===== config.mk =====
export PLATFORM = sky130hd
export DESIGN_NAME = uart_rx_wb
export DESIGN_NICKNAME = d
export VERILOG_FILES = /design/src/rtl/uart_pkg.sv /design/src/rtl/uart_rx_fifo.sv /design/src/rtl/uart_rx_wb.sv
export SDC_FILE = /design/constraint.sdc
export NUM_CORES = 1
export LEC_CHECK = 0
export CAP_MARGIN = 5
export CORE_MARGIN = 3
export CORE_UTILIZATION = 44
export CTS_CLUSTER_SIZE = 14
export DETAILED_ROUTE_END_ITERATION = 16
export PLACE_DENSITY = 0.8
export SYNTH_ARGS = -nofsm -noshare
export SYNTH_HDL_FRONTEND = slang
export SYNTH_HIERARCHICAL = 1
export SYNTH_SLANG_ARGS = --single-unit

===== constraint.sdc =====
create_clock -name i_clk -period 2.4 [get_ports i_clk]
set_input_delay 0.48 -clock i_clk [delete_from_list [all_inputs] [get_ports i_clk]]
set_output_delay 0.48 -clock i_clk [all_outputs]
set_load 0.05 [all_outputs]

===== src/rtl/uart_pkg.sv =====
// Shared definitions for the UART receiver slice.
// Holds the register offsets, status bit positions, buffer depth and the
// receiver FSM state/register struct. The struct is the FSM's own state
// register, so the current state and bit position are visible from one place.
package uart_pkg;

  // Register offsets relative to the Wishbone base address.
  localparam logic [31:0] RX_DATA_OFS = 32'h0;
  localparam logic [31:0] RX_STAT_OFS = 32'h4;

  // Status register bit positions.
  localparam int RXAV_BIT = 0;
  localparam int OVR_BIT  = 1;
  localparam int FERR_BIT = 2;

  // Depth of the optional receive FIFO.
  localparam int FIFO_DEPTH = 4;

  // Bit-timing counter width; covers CLKS_PER_BIT up to 65535.
  localparam int CNT_W = 16;

  typedef enum logic [1:0] {
    ST_IDLE  = 2'd0,
    ST_START = 2'd1,
    ST_DATA  = 2'd2,
    ST_STOP  = 2'd3
  } rx_state_e;

  // Complete receiver FSM register. An all-zero value is the reset state.
  typedef struct packed {
    rx_state_e        state;
    logic [CNT_W-1:0] cnt;
    logic [2:0]       bit_idx;
    logic [7:0]       shreg;
  } rx_fsm_t;

  function automatic logic [31:0] stat_word(input logic rxav,
                                            input logic ovr,
                                            input logic ferr);
    logic [31:0] w;
    w           = '0;
    w[RXAV_BIT] = rxav;
    w[OVR_BIT]  = ovr;
    w[FERR_BIT] = ferr;
    return w;
  endfunction

endpackage


===== src/rtl/uart_rx_fifo.sv =====
// 4-entry x 8-bit synchronous FIFO for received bytes.
// Ports:
//   i_clk, i_rst      clock, synchronous active-high reset (empties the FIFO)
//   push, wdata       write request and data; ignored when full unless a pop
//                     happens in the same cycle
//   pop               read request; ignored when empty
//   rdata             oldest entry (combinational, valid when !empty)
//   full, empty       occupancy flags
// A push and pop in the same cycle on a full FIFO both take effect: the slot
// being vacated by the pop receives the new byte.
module uart_rx_fifo
  import uart_pkg::*;
(
  input  logic       i_clk,
  input  logic       i_rst,
  input  logic       push,
  input  logic [7:0] wdata,
  input  logic       pop,
  output logic [7:0] rdata,
  output logic       full,
  output logic       empty
);

  logic [7:0] mem [FIFO_DEPTH];
  logic [1:0] wr_ptr;
  logic [1:0] rd_ptr;
  logic [2:0] count;
  logic       do_push;
  logic       do_pop;

  assign empty   = (count == 3'd0);
  assign full    = (count == 3'(FIFO_DEPTH));
  assign do_pop  = pop & ~empty;
  assign do_push = push & (~full | pop);
  assign rdata   = mem[rd_ptr];

  always_ff @(posedge i_clk) begin
    if (do_push) begin
      mem[wr_ptr] <= wdata;
    end
  end

  always_ff @(posedge i_clk) begin
    if (i_rst) begin
      wr_ptr <= '0;
      rd_ptr <= '0;
      count  <= '0;
    end else begin
      if (do_push) begin
        wr_ptr <= wr_ptr + 2'd1;
      end
      if (do_pop) begin
        rd_ptr <= rd_ptr + 2'd1;
      end
      count <= count + {2'b0, do_push} - {2'b0, do_pop};
    end
  end

endmodule


===== src/rtl/uart_rx_wb.sv =====
// UART receiver (8N1) with a Wishbone register window.
// Parameters: WB_ADDR (base byte address), CLK_FREQ (Hz), BAUD (bit/s).
// Ports:
//   i_clk, i_rst             clock, synchronous active-high reset
//   i_wb_adr/dat/we/stb      Wishbone request
//   o_wb_dat, o_wb_ack       registered read data, single-cycle acknowledge
//   i_uart_rx                asynchronous serial line, idle high
// Registers:
//   WB_ADDR+0  read: {24'b0, oldest byte} and pop (0 when empty); writes ignored
//   WB_ADDR+4  read: {29'b0, FERR, OVR, RXAV}; write 1 to bit1/bit2 clears OVR/FERR
// Handshake: a strobe to a mapped address is accepted when o_wb_ack is low;
// the ack and read data appear in the following cycle for exactly one cycle,
// so a strobe held high is accepted every other cycle. Unmapped addresses are
// never acknowledged.
// Build option: define UART_RX_FIFO_EN for a 4-entry receive FIFO; otherwise
// a single holding register with a valid bit is used.
module uart_rx_wb
  import uart_pkg::*;
#(
  parameter logic [31:0] WB_ADDR  = 32'h40000200,
  parameter int          CLK_FREQ = 10000000,
  parameter int          BAUD     = 115200
) (
  input  logic        i_clk,
  input  logic        i_rst,
  input  logic [31:0] i_wb_adr,
  input  logic [31:0] i_wb_dat,
  input  logic        i_wb_we,
  input  logic        i_wb_stb,
  output logic [31:0] o_wb_dat,
  output logic        o_wb_ack,
  input  logic        i_uart_rx
);

  localparam int CLKS_PER_BIT = CLK_FREQ / BAUD;
  localparam int HALF         = CLKS_PER_BIT / 2;
  localparam logic [CNT_W-1:0] BIT_LAST  = CNT_W'(CLKS_PER_BIT - 1);
  localparam logic [CNT_W-1:0] HALF_LAST = CNT_W'(HALF - 1);

  // ---------------------------------------------------------------- sync
  logic [1:0] sync_q;
  logic       rx_s;

  always_ff @(posedge i_clk) begin
    if (i_rst) begin
      sync_q <= 2'b11;
    end else begin
      sync_q <= {sync_q[0], i_uart_rx};
    end
  end

  assign rx_s = sync_q[1];

  // ---------------------------------------------------------------- FSM
  rx_fsm_t fsm_q;
  rx_fsm_t fsm_d;
  logic    push;
  logic    ferr_set;

  always_ff @(posedge i_clk) begin
    if (i_rst) begin
      fsm_q <= '0;
    end else begin
      fsm_q <= fsm_d;
    end
  end

  always_comb begin
    fsm_d    = fsm_q;
    push     = 1'b0;
    ferr_set = 1'b0;
    case (fsm_q.state)
      ST_IDLE: begin
        if (!rx_s) begin
          fsm_d.state = ST_START;
          fsm_d.cnt   = '0;
        end
      end
      ST_START: begin
        // Re-check the line mid start bit; a high line means a glitch.
        if (fsm_q.cnt == HALF_LAST) begin
          fsm_d.cnt     = '0;
          fsm_d.bit_idx = '0;
          fsm_d.state   = rx_s ? ST_IDLE : ST_DATA;
        end else begin
          fsm_d.cnt = fsm_q.cnt + 1'b1;
        end
      end
      ST_DATA: begin
        if (fsm_q.cnt == BIT_LAST) begin
          fsm_d.cnt     = '0;
          fsm_d.shreg   = {rx_s, fsm_q.shreg[7:1]};
          fsm_d.bit_idx = fsm_q.bit_idx + 3'd1;
          if (fsm_q.bit_idx == 3'd7) begin
            fsm_d.state = ST_STOP;
          end
        end else begin
          fsm_d.cnt = fsm_q.cnt + 1'b1;
        end
      end
      ST_STOP: begin
        if (fsm_q.cnt == BIT_LAST) begin
          fsm_d.cnt   = '0;
          fsm_d.state = ST_IDLE;
          push        = rx_s;
          ferr_set    = ~rx_s;
        end else begin
          fsm_d.cnt = fsm_q.cnt + 1'b1;
        end
      end
      default: fsm_d = '0;
    endcase
  end

  // ---------------------------------------------------------------- buffer
  logic       pop;
  logic       full;
  logic       empty;
  logic [7:0] head;

`ifdef UART_RX_FIFO_EN
  uart_rx_fifo u_fifo (
    .i_clk (i_clk),
    .i_rst (i_rst),
    .push  (push),
    .wdata (fsm_q.shreg),
    .pop   (pop),
    .rdata (head),
    .full  (full),
    .empty (empty)
  );
`else
  logic [7:0] hold_q;
  logic       valid_q;

  // Push with a simultaneous pop replaces the held byte and stays valid.
  always_ff @(posedge i_clk) begin
    if (i_rst) begin
      hold_q  <= '0;
      valid_q <= 1'b0;
    end else if (push && (!valid_q || pop)) begin
      hold_q  <= fsm_q.shreg;
      valid_q <= 1'b1;
    end else if (pop) begin
      valid_q <= 1'b0;
    end
  end

  assign full  = valid_q;
  assign empty = ~valid_q;
  assign head  = hold_q;
`endif

  // ---------------------------------------------------------------- bus
  logic        hit_data;
  logic        hit_stat;
  logic        accept;
  logic        clr_ovr;
  logic        clr_ferr;
  logic        ovr_set;
  logic        ovr_q;
  logic        ferr_q;
  logic [31:0] rd_word;
  logic        unused_wb_dat;

  assign hit_data = (i_wb_adr == (WB_ADDR + RX_DATA_OFS));
  assign hit_stat = (i_wb_adr == (WB_ADDR + RX_STAT_OFS));
  // o_wb_ack high blocks acceptance, which spaces acks one cycle apart.
  assign accept   = i_wb_stb & ~o_wb_ack & (hit_data | hit_stat);
  assign pop      = accept & hit_data & ~i_wb_we & ~empty;
  assign clr_ovr  = accept & hit_stat & i_wb_we & i_wb_dat[OVR_BIT];
  assign clr_ferr = accept & hit_stat & i_wb_we & i_wb_dat[FERR_BIT];
  // Overrun only when no pop frees a slot in the same cycle.
  assign ovr_set  = push & full & ~pop;

  assign unused_wb_dat = ^{i_wb_dat[31:3], i_wb_dat[0]};

  always_comb begin
    rd_word = '0;
    if (hit_data) begin
      if (!empty) begin
        rd_word = {24'b0, head};
      end
    end else begin
      rd_word = stat_word(~empty, ovr_q, ferr_q);
    end
  end

  always_ff @(posedge i_clk) begin
    if (i_rst) begin
      o_wb_ack <= 1'b0;
      o_wb_dat <= '0;
      ovr_q    <= 1'b0;
      ferr_q   <= 1'b0;
    end else begin
      o_wb_ack <= accept;
      if (accept) begin
        o_wb_dat <= rd_word;
      end
      // A set in the same cycle as its clear wins.
      ovr_q  <= ovr_set  | (ovr_q  & ~clr_ovr);
      ferr_q <= ferr_set | (ferr_q & ~clr_ferr);
    end
  end

endmodule


==> summary.md, run 1 <==
| Metric | Value |
|---|---|
| Proportion of netlist area held by the largest area contributor | `37.85%` |
| Most frequent cells in the layout | `dfxtp_1 (51), clkdlybuf4s50_1 (47), nand2_1 (43)` |
| Proportion of synthesized chip area in sequential cells | `37.85%` |
| Worst supply voltage drop on vdd | `276.8 uV` |
| Final hold violations | `0` |
| Pre-CTS setup slack | `-59.06 ps` |
| Commonest non-fill, non-tap cell in the layout | `dfxtp_1` |
| GRT Total Usage | `16.54%` |
| Post-detailed-route via-to-cell ratio | `5.495` |
| Count of cells along the worst register-to-register path | `8` |
| First-pass GRT wire length | `10.09 mm` |
| Worst R2R Start | `fsm_q[11]` |
| Total DRC errors in the routed layout | `0` |
| Initial standard-cell utilization of the core | `47.25%` |
| Weighted congestion reported at the end of routability-driven placement | `0.8340` |
| Transition time at the pin with the least slew margin | `604.7 ps` |
| Root Buffer Master | `clkbuf_8` |
| Power Total | `1.625 mW` |
| Sort of element at the end of the critical path | `register` |
| Final non-filler cell total | `457` |
| Final instance area | `3352 um2` |
| Clk slew on worst S/H paths | `90 ps` |
| WHS | `416.4 ps` |
| Number of DRC markers in iteration 0 | `124` |
| Number of iterations in the first detailed-routing pass | `6` |
| Antenna violations before repair | `0` |
| Final nets | `459` |
| Leak | `1.113 nW` |
| CTS buffer count | `5` |
| Placed Cells incl. Taps | `448` |
| Min-delay src | `sync_q[0]` |
| Slew Limit Headroom | `59.69%` |
| Via count | `2,511` |
| Count of hold buffers inserted by post-cts repair | `0` |
| Number of H-tree levels | `2` |
| Destination of the worst register-to-register timing path | `fsm_q[15]` |
| Final worst clock skew | `8.639 ps` |
| Post-detailed-placement cell area | `3211 um2` |
| Cell types with the largest area share after synthesis | `dfxtp_1 (38%), buf_4 (7.8%), nand2_1 (6.0%)` |
| Synthesis-to-finish area growth | `24.26%` |
| Count of flip-flops with a built-in enable after synthesis | `0` |
| Tmin final | `2299 ps` |
| Vias in the first global route | `2,254` |
| Hold Path Class | `register to register` |
| Share of cells above drive strength 1 | `12.73%` |
| Fmax | `435.0 MHz` |
| CTS tree | `yes` |
| Setup-violating endpoint count in the final report | `0` |
| Crit start category | `register` |
| Fin util | `58.71%` |
| P per Cell Area | `484.8 nW/um2` |
| Number of placement rows | `27` |
| Number of nets with antenna violations after detailed routing | `0` |
| Largest area contributor in the netlist | `dfxtp_1` |
| Synth Area per Inst | `8.275 um2` |
| CP startpoint | `fsm_q[11]` |
| Least setup slack across all paths after layout | `101.2 ps` |
| Number of ports placed on the die boundary | `102` |
| Worst Path Class, Setup | `register to register` |
| Later-pin clock latency in the skew report | `300 ps` |
| Port buffer count | `47` |
| Hold Path Stages | `1` |
| Overflow left after global routing | `0` |
| Die extent in x | `84.30 um` |
| Detail-routed net length per standard cell | `13.44 um` |
| WP data required | `2580 ps` |
| CP arrival | `2470 ps` |
| Antenna Cells | `0` |
| Setup slack, reg-to-reg | `100 ps` |
| Most instantiated flip-flop cell in the synthesis netlist | `dfxtp_1` |
| DP Wirelength | `4.612 mm` |
| Seq cells post-synth | `51` |
| Endpoint of the worst hold-timing path | `sync_q[1]` |
| Reported max-cap violation count | `0` |
| # clock sinks | `51` |
| Maximum root-to-sink buffer count | `2` |
| Post-Synthesis Cell Area | `2698 um2` |
| Height of the die | `84.30 um` |
| Crit Path Max Fanout | `6` |
| Asr flop ratio synth | `0%` |
| Total negative slack | `0 ps` |
| Total number of yosys warnings | `6` |
| Count of unique library cells instantiated by Yosys | `51` |
| Synthesized instance count | `326` |
| Part of the cycle the worst path needs | `95.78%` |
| Number of max-slew violations in the final report | `0` |
| Placeable core region | `5709 um2` |
| Maximum number of pins on one net before global-route repair | `32` |
| Result of the run | `completed` |
| Wirelength, routed | `6.143 mm` |
| Area of the die | `7106 um2` |
## critical path, cell delays in order (launching register included)
cell and delay [ps]:
dfxtp_1 410, ha_1 190, or4bb_1 540, nor4_4 280, buf_4 190, buf_4 150, o22ai_1 180, nand3_1 140
a31oi_1 90
## synthesized netlist by cell type, drive strengths merged (2+ instances only)
cell type	instances
dfxtp	51
nand2	43
a21oi	36
buf	31
nand3	29
nor2	15
o21ai	15
nor4	13
a31oi	8
inv	8
nor3	8
clkbuf	6
or3	6
a211oi	5
ha	5
nand4	5
nand2b	4
and3	3
nand3b	3
nor3b	3
a2bb2oi	2
a41oi	2
and2	2
o22a	2
or2	2
or4bb	2
## where the power goes
group,switching (mW),total [mW],internal [mW]
clock network,0.259,0.565,0.306
logic,0.131,0.205,0.0741
registers,0.00601,0.855,0.849
## timing repair
action / CTS / global route
setup endpoints to repair: 0 / 15
resized for setup: 0 / 1
buffers inserted: 0 / 2
## cells by family (layout without fill, tap and decap cells)
| group | after synthesis | count (layout) | synth area share, % |
|---|---|---|---|
| DFF | 51 | 51 | 37.85 |
| adders and majority gates | 5 | 5 | 2.319 |
| other | 1 | 24 | 0.1390 |
| muxes | 1 | 1 | 0.3711 |
| buffers and inverters | 46 | 82 | 11.09 |
| and+or+nand+nor | 142 | 142 | 28.99 |
| AOI/OAI and AO/OA | 80 | 80 | 19.25 |
## state kept, by name, indices dropped and copies added (netlist names), named ones only
signal	cells
o_wb_ack	1
ovr_q	1
sync_q	2
fsm_q	28
head	8
ferr_q	1
full	1
o_wb_dat	8
## final cells by class
class / instances / area, um2
sequential: 51 / 1021
multi-input combinational: 252 / 1475
timing repair buffer: 67 / 633.1
inverter: 8 / 30.03
fill: 518 / 2357
clock buffer: 6 / 72.57
clock inverter: 1 / 30.03
tap: 72 / 90.09
## how the worst max path moves through the flow
stage,to,cells after the start
global placement,head[5],7
finish,fsm_q[15],8
global route,fsm_q[15],8
detailed placement,head[2],7
floorplan,fsm_q[18],7
CTS,fsm_q[1],6
## per-layer routing
layer  global-route usage, %  share of wire, %  wire [um]
met1                   21.45                45       2736
met2                   27.98                48       2936
met3                   3.631               7.1        437
met4                   3.947              0.54         33
met5                       0                 0          0
No activity file was read; power rests on OpenSTA's default activity.
==> run 2, diff against run 1 <==
- SKIP_LAST_GASP: default -> 1
==> results of run 2 <==
Same layout as run 1: the final DEF is identical, and so are final timing and power.
